### config.mk
export PLATFORM = sky130hd
export DESIGN_NAME = updi_frame_gen
export DESIGN_NICKNAME = d
export VERILOG_FILES = /design/src/rtl/updi_pkg.sv /design/src/rtl/updi_frame_gen.sv
export SDC_FILE = /design/constraint.sdc
export NUM_CORES = 1
export LEC_CHECK = 0
export CAP_MARGIN = 5
export CORE_MARGIN = 8
export CORE_UTILIZATION = 49
export CTS_BUF_LIST = sky130_fd_sc_hd__clkbuf_4
export DETAILED_ROUTE_END_ITERATION = 12
export HOLD_SLACK_MARGIN = 0.15
export PLACE_DENSITY_LB_ADDON = 0.3
export SYNTH_ARGS = -nofsm -noshare
export SYNTH_HDL_FRONTEND = slang
export SYNTH_SLANG_ARGS = --single-unit
### constraint.sdc
create_clock -name i_clk -period 2.15 [get_ports i_clk]
set_input_delay 0.645 -clock i_clk [delete_from_list [all_inputs] [get_ports i_clk]]
set_output_delay 0.645 -clock i_clk [all_outputs]
set_load 0.02 [all_outputs]
### src/rtl/updi_pkg.sv
// Shared UPDI character constants, generator state encoding and frame builder.
// Frames are returned right-aligned in a 12-bit vector; 1-stop-bit frames leave bit 11 at zero.
package updi_pkg;

   localparam logic [7:0] SYNCH_CHAR = 8'h55;
   localparam logic [7:0] OPC_REPEAT = 8'hA0;
   localparam int         FRAME_MAX  = 12;

   typedef enum logic [2:0] {
      IDLE,
      SYNC0,
      RPT_OP,
      RPT_CNT,
      SYNC1,
      INSTR,
      DATA,
      DONE
   } state_t;

   // start bit, character MSB first, even parity, then stop bits
   function automatic logic [FRAME_MAX-1:0] make_frame(input logic [7:0] ch, input int stop_bits);
      logic [FRAME_MAX-1:0] f;
      if (stop_bits == 1) f = {1'b0, 1'b0, ch, ^ch, 1'b1};
      else                f = {1'b0, ch, ^ch, 2'b11};
      return f;
   endfunction

endpackage

### src/rtl/updi_frame_gen.sv
// UPDI frame stream generator: SYNCH, optional REPEAT prologue, instruction, then payload.
// Single-entry output register; one frame per cycle when the PHY keeps i_ready high.
module updi_frame_gen
   import updi_pkg::*;
#(
   parameter  int STOP_BITS    = 2,
   parameter  int BYTES_PER_OP = 4,
   localparam int FRAME_W      = 9 + 1 + STOP_BITS
) (
   input  logic               i_clk,
   input  logic               i_rst,
   input  logic               i_cmd_valid,
   output logic               o_cmd_ready,
   input  logic [7:0]         i_cmd_opcode,
   input  logic [7:0]         i_cmd_repeat,
   input  logic               i_cmd_ld,
   input  logic               i_valid,
   input  logic [7:0]         i_data,
   output logic               o_ready,
   output logic               o_valid,
   input  logic               i_ready,
   output logic [FRAME_W-1:0] o_data,
   output logic               o_busy,
   output logic               o_done
);

   // sized so (255+1)*BYTES_PER_OP fits without wrapping
   localparam int CNT_W = $clog2(256 * BYTES_PER_OP + 1);

   state_t           state;
   logic [7:0]       opc;
   logic [7:0]       rpt;
   logic             ld;
   logic [CNT_W-1:0] cnt;
   logic             out_hs;
   logic             in_hs;

   function automatic logic [FRAME_W-1:0] frm(input logic [7:0] ch);
      logic [FRAME_MAX-1:0] f;
      f = make_frame(ch, STOP_BITS);
      return f[FRAME_W-1:0];
   endfunction

   assign out_hs      = o_valid && i_ready;
   assign in_hs       = o_ready && i_valid;
   assign o_cmd_ready = (state == IDLE);
   assign o_ready     = (state == DATA) && (cnt != '0) && (!o_valid || i_ready);

   always_ff @(posedge i_clk) begin
      if (i_rst) begin
         state   <= IDLE;
         o_valid <= 1'b0;
         o_data  <= '0;
         o_busy  <= 1'b0;
         o_done  <= 1'b0;
         cnt     <= '0;
         opc     <= '0;
         rpt     <= '0;
         ld      <= 1'b0;
      end else begin
         o_done <= 1'b0;
         unique case (state)
            IDLE: begin
               if (i_cmd_valid) begin
                  opc     <= i_cmd_opcode;
                  rpt     <= i_cmd_repeat;
                  ld      <= i_cmd_ld;
                  cnt     <= (CNT_W'(i_cmd_repeat) + CNT_W'(1)) * CNT_W'(BYTES_PER_OP);
                  o_valid <= 1'b1;
                  o_data  <= frm(SYNCH_CHAR);
                  o_busy  <= 1'b1;
                  state   <= SYNC0;
               end
            end
            SYNC0: begin
               if (out_hs) begin
                  if (rpt != 8'd0) begin
                     o_data <= frm(OPC_REPEAT);
                     state  <= RPT_OP;
                  end else begin
                     o_data <= frm(opc);
                     state  <= INSTR;
                  end
               end
            end
            RPT_OP: begin
               if (out_hs) begin
                  o_data <= frm(rpt);
                  state  <= RPT_CNT;
               end
            end
            RPT_CNT: begin
               if (out_hs) begin
                  o_data <= frm(SYNCH_CHAR);
                  state  <= SYNC1;
               end
            end
            SYNC1: begin
               if (out_hs) begin
                  o_data <= frm(opc);
                  state  <= INSTR;
               end
            end
            INSTR: begin
               if (out_hs) begin
                  o_valid <= 1'b0;
                  if (ld) begin
                     o_done <= 1'b1;
                     o_busy <= 1'b0;
                     state  <= DONE;
                  end else begin
                     state  <= DATA;
                  end
               end
            end
            DATA: begin
               // a new byte replaces the frame leaving on this edge, keeping o_valid high
               if (in_hs) begin
                  o_valid <= 1'b1;
                  o_data  <= frm(i_data);
                  cnt     <= cnt - CNT_W'(1);
               end else if (out_hs) begin
                  o_valid <= 1'b0;
               end
               if (out_hs && cnt == '0) begin
                  o_done <= 1'b1;
                  o_busy <= 1'b0;
                  state  <= DONE;
               end
            end
            DONE: begin
               state <= IDLE;
            end
         endcase
      end
   end

endmodule
=== Word-level counts from Yosys, hierarchy flattened ===
Cells that the tools add are included.

* Flip-flop bits (word level): 46
* Bits in latches: 0
* Bits in writable memories: 0
* Bits in read-only memories: 0
* Input port bits: 30
* Output and inout port bits: 17
* Memories: 0

* $add $sub $neg: 2
* $mul: 0
* Divide/modulo/power cells: 0
* Order comparisons: 0
* Equality and inequality tests: 16
* Shift operators: 0
* Multiplexer cells: 33
* Bitwise logic cells: 0
* Reduce and logical (&&, ||, !) cells: 23

{| class="wikitable"
|+ Operator list
! operator !! count
|-
| $mux 12 || 6
|-
| $pmux 12 s6 || 1
|-
| $mux 11 || 3
|-
| $mux 3 || 8
|-
| $pmux 3 s8 || 1
|-
| $reduce_xor 8->1 || 3
|-
| $pmux 11 s2 || 1
|-
| $ne 2x2->1 const B || 8
|-
| $reduce_and 7->1 || 2
|-
| $eq 3x3->1 const B || 4
|-
| $logic_not 11->1 || 1
|-
| $reduce_bool 11->1 || 1
|-
| $sub 11x1->11 const B || 1
|-
| $mux 1 || 10
|-
| $add 8x1->9 const B || 1
|-
| $reduce_bool 8->1 || 1
|-
| $eq 3x2->1 const B || 2
|-
| $pmux 1 s3 || 2
|-
| $reduce_bool 6->1 || 1
|-
| $logic_and 1x1->1 || 5
|-
| $reduce_and 5->1 || 1
|-
| $reduce_and 2->1 || 2
|-
| $eq 3x1->1 const B || 1
|-
| $logic_not 3->1 || 1
|-
| 7 further kinds || 7
|}

=== Depth between registers and ports, before layout ===
* Word-level depth: 6
* Depth in mapped cells: 8
* Depth with buffers taken out: 7

=== Least setup slack after synthesis ===
Ideal clock, no wire load.

* Kind: reg-to-output
* Start: reg cnt[0]
* End: out o_ready
* Arrival time: 1.525 ns
* Required time: 1.505 ns
* Path slack: -0.020 ns
* Stages on the path, launching flop included: 6
* Path buffers: 0
* Cells stage by stage: dfxtp_1 > inv_1 > ha_1 > or3b_2 > o31ai_4 > nor2_1

* Word-level cells in the longest chain between the ends: 3

{| class="wikitable"
|+ Ends and longest elaborated chain
! item !! RTL line !! text
|-
| start: declaration || updi_frame_gen.sv:34 || <nowiki>logic [CNT_W-1:0] cnt;</nowiki>
|-
| start signal: assignment || updi_frame_gen.sv:68 || <nowiki>cnt <= (CNT_W'(i_cmd_repeat) + CNT_W'(1)) * CNT_W'(BYTES_PER_OP);</nowiki>
|-
| start signal: assignment || updi_frame_gen.sv:121 || <nowiki>cnt <= cnt - CNT_W'(1);</nowiki>
|-
| $reduce_bool 11->1 || updi_frame_gen.sv:47 || <nowiki>assign o_ready = (state == DATA) && (cnt != '0) && (!o_valid || i_ready);</nowiki>
|-
| $logic_and 1x1->1 (2 in series) || updi_frame_gen.sv:47 ||
|-
| end: declaration || updi_frame_gen.sv:19 || <nowiki>output logic o_ready,</nowiki>
|}

Every way passes these cells.

=== Worst setup path in the final report ===
* Start: reg cnt[4]
* End: out o_ready

Same word-level chain as after synthesis.

==> impl_metrics.py <==
metrics = {
    "clock_network": {
        "clkSlewWorstSetupHoldPaths_ns": 0.14,
        "numCtsBuffers": 5,
        "root_buffer": "clkbuf_4",
        "cts_tree": "yes",
        "cts_buffer_depth": 2,
        "cts_htree_levels": 2,
        "ctsHoldBuffers": 0,
        "clk_latency_ns": 0.37,
        "cts.sinks": 44,
    },
    "finish": {
        "syn2layout_area_growth_pct": 39.47,
        "nets": 472,
        "layout-drive-gt1-share_pct": 22.20,
        "final_cell_mix": "nand2_1, buf_4, a21oi_1",
        "fin_area_um2": 3696,
        "diodes": 0,
        "layout_commonest_cell": "nand2_1",
    },
    "logic_synthesis": {
        "synth_edf_count": 0,
        "synth_top_area_cell": "dfxtp_1",
        "yosys_warnings": 0,
        "synthCells": 354,
        "syn-num-nets": 390,
        "synth-async-reset-ratio_pct": 0,
        "synth_cell_types": 52,
        "synth-seq-cells": 44,
        "netlist.area_leader.share_pct": 33.24,
        "post_synth.cell_area_avg_um2": 7.486,
        "synth_area_leaders": "dfxtp_1, a21oi_1, nand2_1, xnor2_1, o21ai_0",
        "yosysSeqAreaShare_pct": 33.24,
        "ys.flop_type": "dfxtp_1",
        "syn-cell-area_um2": 2650,
    },
    "detailed_routing": {
        "drt_wl_total_mm": 7.524,
        "via_count": 2770,
        "drc_errors": 0,
        "vias_per_cell": 5.464,
        "drt_iter0_drc": 135,
        "ant_nets": 0,
        "firstDrtPassIters": 4,
        "wl_per_cell_um": 14.84,
    },
    "timing": {
        "fin_crit_ns": 2.426,
        "hold_viol": 0,
        "timing.final.ws_setup_ns": -0.2759,
        "period_share_pct": 112.8,
        "slew_violations": 0,
        "max_freq_ghz": 0.4122,
        "setup_viol": 12,
        "rsz0062_at_grt": "true",
        "tns_ns": -1.024,
        "skew_ns": 0.008889,
    },
    "flow_run": {
        "maxCapViolations": 0,
    },
    "worst_hold_path": {
        "hold_class": "flop to flop",
        "hold_depth": 2,
    },
    "die": {
        "dieArea_um2": 8017,
        "die_y_um": 89.54,
        "rows": 26,
        "io_pins": 47,
        "core_area_um2": 5172,
        "fp.dieW_um": 89.54,
        "initial_core_util_pct": 51.23,
    },
    "outcome": {
        "status": "complete, but fails checks",
        "violations": "setup timing",
    },
    "global_routing": {
        "grt_max_degree": 45,
        "grt_pass1_vias": 2751,
        "track_usage_pct": 19.47,
        "grt_antenna_before_repair": 0,
        "grt_pass1_wl_mm": 12.50,
        "grt-ovfl-total": 0,
    },
    "placed_design": {
        "port_buffers": 45,
        "routabilityCongestion": 0.8791,
        "postPlaceCellArea_um2": 3471,
        "place_hpwl_mm": 5.528,
    },
    "worst_setup_path": {
        "worst_r2r_path_depth": 7,
        "path_class": "flop to output pin",
        "cp.required_ns": 1.50,
        "endpoint_kind": "output pin",
        "critPathMaxFanout": 2,
        "startpoint_type": "flop",
        "worstPathArrival_ns": 1.78,
    },
    "power": {
        "ir_worst_vdd_v": 0.0003816,
        "leakagePower_uw": 0.001333,
        "power_uw": 2046,
        "powerDensity_nw_per_um2": 553.5,
    },
}
## flip-flops by register name, summed over array words and instances (netlist names)
name	cells
opc	8
o_data	10
ld	1
o_valid	1
state	3
o_busy	1
cnt	11
rpt	8
o_done	1
## power by group
| part | internal, µW | switching [µW] |
|---|---|---|
| registers | 873 | 42.9 |
| logic | 350 | 358 |
| clock network | 129 | 293 |
| total | 1350 | 694 |
## worst max-delay path, cell delays in order (launching register included)
cell and delay [ns]:
dfxtp_2 0.34, or4_4 0.57, o31ai_4 0.31, nor2_2 0.04
buf_2 0.16
## worst paths after layout
path | from | to | slack (ns)
worst min register to register | o_data[10]$_SDFFE_PP0P_ | o_data[10]$_SDFFE_PP0P_ | 0.46
worst max-delay path | cnt[4]$_SDFFE_PP0P_ | o_ready | -0.28
worst max register to register | cnt[4]$_SDFFE_PP0P_ | o_data[2]$_SDFFE_PP0P_ | -0.15
worst min-delay path | o_data[10]$_SDFFE_PP0P_ | o_data[10]$_SDFFE_PP0P_ | 0.46
## logic make-up after synthesis
family,share of synthesized area (%)
compound gates,23.32
fa+ha+maj,2.833
simple gates,23.80
mux,2.644
flops,33.24
xor+xnor,7.601
buf+inv,6.421
other cells,0.1415
## routing by layer
layer	track usage [%]	vias to the layer above	wire (µm)	share of wire [%]
met5	0	-	0	0
met2	33.09	68	3680	49
met4	6.193	0	138	1.8
met1	24.02	1284	3284	44
met3	3.585	18	420	5.6
li1	-	1400	-	-
## cell usage after synthesis, types with 3 or more instances
library cell / count
nand2_1: 57
a21oi_1: 46
dfxtp_1: 44
nor2_1: 24
o21ai_0: 23
xnor2_1: 19
inv_1: 18
clkbuf_1: 17
nand3_1: 10
a221oi_1: 7
mux2i_1: 7
nor3_1: 7
ha_1: 6
a211oi_1: 5
o211ai_1: 5
or3_1: 4
xor2_1: 4
nand4_1: 3
nor2b_1: 3
## stage by stage
step | hold slack [ns] | utilization, % | cells | worst slack, ns
after global placement | 0.4413 | 67.10 | 495 | -0.3954
after CTS | 0.4641 | 69.59 | 507 | -0.2739
after detailed placement | 0.4469 | 67.10 | 495 | -0.4015
after floorplan | 0.4363 | - | 354 | 0.08548
final | 0.4620 | 71.46 | 507 | -0.2759
after global routing | 0.4848 | 71.46 | 507 | -0.3327
## what timing repair did
| item | 4_1_cts | 5_1_grt |
|---|---|---|
| setup buffers | 4 | 3 |
| endpoints found under the hold margin | 0 | 0 |
| resized for setup | 19 | 23 |
| setup endpoints to repair | 18 | 20 |
| pin swaps | 8 | 11 |
## layout make-up
class,count,area [µm²]
clock buffer,5,37.54
clock inverter,3,23.77
fill,413,1476
inverter,18,67.56
multi-input combinational,269,1715
sequential,44,884.6
tap,70,87.58
timing repair buffer,98,879.6
(Power assumes the default switching activity.)
==> patch 1, RTL diff (same settings) <==
Encoding of `state_t`: now one-hot (8 bits for 8 states).
--- a/src/rtl/updi_pkg.sv
+++ b/src/rtl/updi_pkg.sv
@@ -6,15 +6,15 @@
    localparam logic [7:0] OPC_REPEAT = 8'hA0;
    localparam int         FRAME_MAX  = 12;
 
-   typedef enum logic [2:0] {
-      IDLE,
-      SYNC0,
-      RPT_OP,
-      RPT_CNT,
-      SYNC1,
-      INSTR,
-      DATA,
-      DONE
+   typedef enum logic [7:0] {
+      IDLE    = 8'b00000001,
+      SYNC0   = 8'b00000010,
+      RPT_OP  = 8'b00000100,
+      RPT_CNT = 8'b00001000,
+      SYNC1   = 8'b00010000,
+      INSTR   = 8'b00100000,
+      DATA    = 8'b01000000,
+      DONE    = 8'b10000000
    } state_t;
 
    // start bit, character MSB first, even parity, then stop bits
Behaviour: same outputs for any inputs over 4 cycles, from zero or initial values and one cycle with i_rst high; so few cycles prove little.
==> patch 1 against the original RTL <==
  * The run still ends with negative setup slack left
  * Worst setup slack improved by 0.23 ns
  * First-iteration DRC count increased by 7.4%
  * Largest cell class unchanged
  * Sequential cell count rose by 5
  * Routed wire length up 2.7%
  * Hold slack gained 0.035 ns
  * Highest routed layer unchanged
  * Power up 25%
  * Design area rose by 3.1%
  * Combinational power increased by 48%
  * Sequential power is 16% higher
  * Register-to-register slack better by 0.25 ns
  * Global-route usage down 1.1 points
  * Area after synthesis increased by 6.1%
  * Clock skew grew 0.0053 ns
==> patch 1: results (changes against the original RTL) <==
Drt
  – Number of DRC markers in iteration 0: 145 (+7.4%)
  – DR pass1 iterations: 8 (+4)
  – Routed Antenna Nets: 0 (unchanged)
  – Routed WL: 7730 um (+2.7%)
  – Avg Vias per Cell: 5.59 (+2.3%)

Global routing
  – Initial antenna violation count: 0 (unchanged)
  – GRT Overall Usage: 18.4% (-1.1 points)
  – Vias in the first global route: 2,756 (+0.18%)
  – Largest net degree at the start of global routing: 22 (-51%)
  – First-pass GRT wire length: 12,900 um (+3.3%)

Timing
  – Final setup fails: 1 (-11)
  – Final worst slack: -0.0480 ns (+0.228 ns)
  – Clock Skews: 0.0141 ns (+0.00526 ns)
  – Total negative slack: -0.0480 ns (+0.976 ns)

Critical path
  – Slowest stage cell on the critical path: dfxtp_2
  – Worst EP arrival: 1.55 ns (-0.23 ns)
  – CP max FO: 2 (unchanged)
  – Largest stage delay on the critical path: 0.36 ns (-0.21 ns)
  – Top delay family on crit path: simple AND/OR/NAND/NOR gates

Clock tree
  – Clk buf depth: 2 (unchanged)
  – CTS clk-pin slew, worst paths: 0.16 ns (+0.02 ns)
  – Total CTS buffers: 5 (unchanged)
  – H-tree lvl count: 2 (unchanged)
  – Clk_lat worst skew: between 0.3 and 0.4 ns
  – Root Buffer Master: clkbuf_4

Synth
  – Ys async rst share: 0% (unchanged)
  – Synth top cells by count: 51 x nand2_1, 49 x dfxtp_1, 34 x a21oi_1
  – Top cells by area, synth: dfxtp_1 35%, nand2_1 6.8%, a21oi_1 6.0%
  – Ys flop type: dfxtp_1
  – Syn Nets: 381 (-2.3%)
  – Avg Cell Area, Syn: 8.15 um2 (+8.9%)
  – Synth warnings: 0 (unchanged)
  – Yosys cell types: 54 (+3.8%)
  – Seq/Total Area, Yosys: 34.9% (+1.6 points)

Outcome
  – Failing checks: negative setup slack
  – Status: finished with violations

Placed design
  – Port bufs: 45 (unchanged)
  – Post-DP HPWL: 5840 um (+5.6%)
  – DP Cell Count: 495 (unchanged)
  – Gp weighted congestion: 0.907 (+3.1%)

Min path
  – Worst min-delay path class: register to register

Power
  – VDD IR-drop max: 0.290 mV (-24%)
  – Leak: 0.00147 uW (+10%)

Layout
  – Final nets: 469 (-0.64%)
  – Finished Layout Cells: 506 (-0.20%)
  – Layout cells sized above 1: 23.0% (+0.84 points)
  – Antenna Cells: 0 (unchanged)
  – Largest regs: cnt (11), o_data (10)
## patch 1: worst paths after layout
kind                            startpoint        end  slack (ns)  depth (start not counted)
worst min register to register      rpt[4]     rpt[4]        0.50                          2
worst max register to register    state[7]  o_data[3]        0.10                          7
worst min-delay path                rpt[4]     rpt[4]        0.50                          2
worst max-delay path                cnt[0]    o_ready       -0.05                          6
## patch 1: cells by family (layout without fill, tap and decap cells)
group / count (synthesis) / count (layout) / synth area share, %
AO/OA/AOI/OAI: 86 / 86 / 21.4
XOR/XNOR: 25 / 25 / 7.78
adder cells (fa/ha/maj): 6 / 6 / 2.67
buffers and inverters: 36 / 125 / 6.67
flip-flops: 49 / 49 / 34.9
multiplexers: 5 / 5 / 1.78
other: 1 / 1 / 0.133
AND/OR/NAND/NOR: 137 / 137 / 24.7
## patch 1: per-layer routing
layer  routed length (um)  vias to the layer above  part of all wire (%)  track usage, %
li1                     -                     1400                     -               -
met1                 3350                     1329                    43            22.0
met2                 3780                       88                    49            31.7
met3                  452                       12                   5.8            4.16
met4                  142                        0                   1.8            6.04
met5                    0                        -                     0               0
## patch 1: worst min-delay path: cells and delay by family (launching register included)
family | cells | cell delay [ns]
AND/OR/NAND/NOR | 1 | 0.06
AO/OA/AOI/OAI | 1 | 0.05
flip-flops | 1 | 0.36
## patch 1: final cells by class
cell class                 count  area [um2]
fill                         459        1730
multi-input combinational    260        1700
sequential                    49         991
timing repair buffer         104         923
tap                           72        90.1
inverter                      13        48.8
clock buffer                   5        37.5
clock inverter                 3        21.3
## patch 1: metrics by stage
| step | hold WS [ns] | worst slack [ns] | instance area, um2 | util (%) |
|---|---|---|---|---|
| after CTS | 0.494 | -0.0416 | 3760 | 67.9 |
| after global placement | 0.466 | -0.457 | 3670 | 66.3 |
| after detailed placement | 0.475 | -0.471 | 3670 | 66.3 |
| after global routing | 0.513 | -0.131 | 3810 | 68.8 |
| after floorplan | 0.445 | 0.0153 | 2820 | - |
| final | 0.497 | -0.0480 | 3810 | 68.8 |
## patch 1: where the power goes
group / leakage [uW] / switching (uW) / internal (uW)
logic: 0.00104 / 526 / 526
registers: 0.000403 / 66.1 / 998
clock network: 0.0000316 / 320 / 130
## patch 1: timing repair
item,in CTS,in global routing
resized for setup,19,9
pin swaps,4,5
setup endpoints to repair,2,13
buffers inserted,1,2
==> patch 2, RTL diff (same flow settings) <==
Without the edit above. The parameter `BYTES_PER_OP` goes from 4 to 8.
--- a/src/rtl/updi_frame_gen.sv
+++ b/src/rtl/updi_frame_gen.sv
@@ -4,7 +4,7 @@
    import updi_pkg::*;
 #(
    parameter  int STOP_BITS    = 2,
-   parameter  int BYTES_PER_OP = 4,
+   parameter  int BYTES_PER_OP = 8,
    localparam int FRAME_W      = 9 + 1 + STOP_BITS
 ) (
    input  logic               i_clk,
Function: changed (Yosys sat finds a counterexample within 10 cycles, from zero or initial values and one cycle with i_rst high).
==> patch 2 against the original RTL <==
  * The run still ends with negative setup slack left
  * Combinational power rose by 18%
  * Synthesized cell count up 1.4%
  * Routed wire length down 2.1%
  * Sequential share of layout area is 0.12 points higher
  * Clock power fell by 6.9%
  * Worst setup slack better by 0.27 ns
  * Design area grew 1.6%
  * Sequential cell count rose by 1
  * Area after synthesis increased by 8.1%
  * Power grew 7.6%
  * Critical path type unchanged
==> patch 2: results (changes against the original RTL) <==
Outcome
  – Status: finished with violations
  – Failing checks: negative setup slack

Synth
  – Mapped Cells: 359 (+1.4%)
  – Ys flop type: dfxtp_1
  – Synth top cells by count: 60 x nand2_1, 45 x dfxtp_1, 36 x a21oi_1
  – Yosys cell types: 61 (+17%)
  – Syn Nets: 395 (+1.3%)
  – Ys async rst share: 0% (unchanged)
  – Seq/Total Area, Yosys: 31.4% (-1.8 points)
  – Top cells by area, synth: dfxtp_1 31%, nand2_1 7.9%, xnor2_1 6.4%
  – Synth warnings: 0 (unchanged)

Critical path
  – Worst EP arrival: 1.51 ns (-0.27 ns)
  – Largest stage delay on the critical path: 0.35 ns (-0.22 ns)
  – Top delay family on crit path: simple AND/OR/NAND/NOR gates
  – CP max FO: 2 (unchanged)
  – Slowest stage cell on the critical path: dfxtp_2

Timing
  – Final worst slack: -0.00476 ns (+0.271 ns)
  – Clock Skews: 0.0107 ns (+0.00182 ns)
  – Final setup fails: 1 (-11)
  – Max-slew headroom: approximately two thirds

Drt
  – Routed WL: 7360 um (-2.1%)
  – Number of DRC markers in iteration 0: 176 (+30%)
  – Via count: 2,864 (+3.4%)
  – DR pass1 iterations: 4 (unchanged)

Global routing
  – Largest net degree at the start of global routing: 24 (-47%)
  – GRT Overall Usage: 17.6% (-1.9 points)
  – Initial antenna violation count: 0 (unchanged)
  – Vias in the first global route: 2,759 (+0.29%)
  – First-pass GRT wire length: 12,700 um (+1.4%)

Clock tree
  – Post-CTS setup repair buffer count: 0 (-4)
  – H-tree lvl count: 2 (unchanged)
  – CTS clk-pin slew, worst paths: around 0.13 ns
  – Root Buffer Master: clkbuf_4
  – Clk buf depth: 2 (unchanged)
  – Clk_lat worst skew: about 0.36 ns
  – Total CTS buffers: 5 (unchanged)
  – CTS resizes: 8 (-11)

Placed design
  – Post-DP HPWL: 5830 um (+5.4%)
  – Gp weighted congestion: 0.853 (-2.9%)
  – Port bufs: 45 (unchanged)
  – DP Cell Count: 507 (+2.4%)

Layout
  – Finished Layout Cells: 516 (+1.8%)
  – Largest regs: cnt (12), o_data (10)
  – Layout cells sized above 1: 21.3% (-0.88 points)
  – Final nets: 476 (+0.85%)
  – Antenna Cells: 0 (unchanged)

Power
  – VDD IR-drop max: 0.370 mV (-3.0%)
  – Leak: 0.00144 uW (+8.3%)

Min path
  – Worst min-delay path class: register to register
[patch 2: cell type report]
cell class / count / area, um2
clock buffers: 5 / 37.5
flip-flops and latches: 45 / 903
multi-input cells: 279 / 1810
repair buffers: 97 / 851
inverters: 12 / 45.0
clock inverters: 3 / 12.5
fillers: 511 / 2030
well taps: 75 / 93.8
[patch 2: worst paths after layout]
check	cells after the start	start	to	slack (ns)
worst max-delay path	7	cnt[0]	o_ready	-0.005
worst min register to register	2	rpt[7]	rpt[7]	0.47
worst min-delay path	2	rpt[7]	rpt[7]	0.47
worst max register to register	7	state[1]	cnt[9]	0.19
[patch 2: kinds of logic (layout without fill, tap and decap cells)]
group / Yosys count / count (layout) / share of synthesized area (%)
compound gates: 109 / 109 / 26.7
xor+xnor: 26 / 26 / 7.95
fa+ha+maj: 6 / 6 / 2.62
buf+inv: 35 / 117 / 6.07
flops: 45 / 45 / 31.4
mux: 5 / 5 / 1.79
other cells: 1 / 1 / 0.131
simple gates: 132 / 132 / 23.3
[patch 2: per-stage QoR]
stage	instance area [um2]	util, %	hold slack (ns)	worst slack [ns]	TNS, ns
6_report	3750	65.0	0.471	-0.00476	-0.00476
5_1_grt	3750	65.0	0.508	-0.111	-0.145
4_1_cts	3730	64.5	0.473	-0.107	-0.107
3_5_place_dp	3680	63.6	0.456	-0.380	-3.10
3_3_place_gp	3680	63.6	0.447	-0.361	-2.61
2_1_floorplan	2870	-	0.436	0.156	0
[patch 2: per-layer routing]
layer	up-vias	global-route usage, %	part of all wire (%)
met2	78	28.9	47
li1	1430	-	-
met4	0	5.10	1.3
met3	12	3.56	5.0
met1	1344	22.7	47
met5	-	0	0
[patch 2: where the power goes]
part           total, uW  internal [uW]  switching, uW
Sequential           972            907           65.7
Clock                393            119            274
Combinational        836            416            420
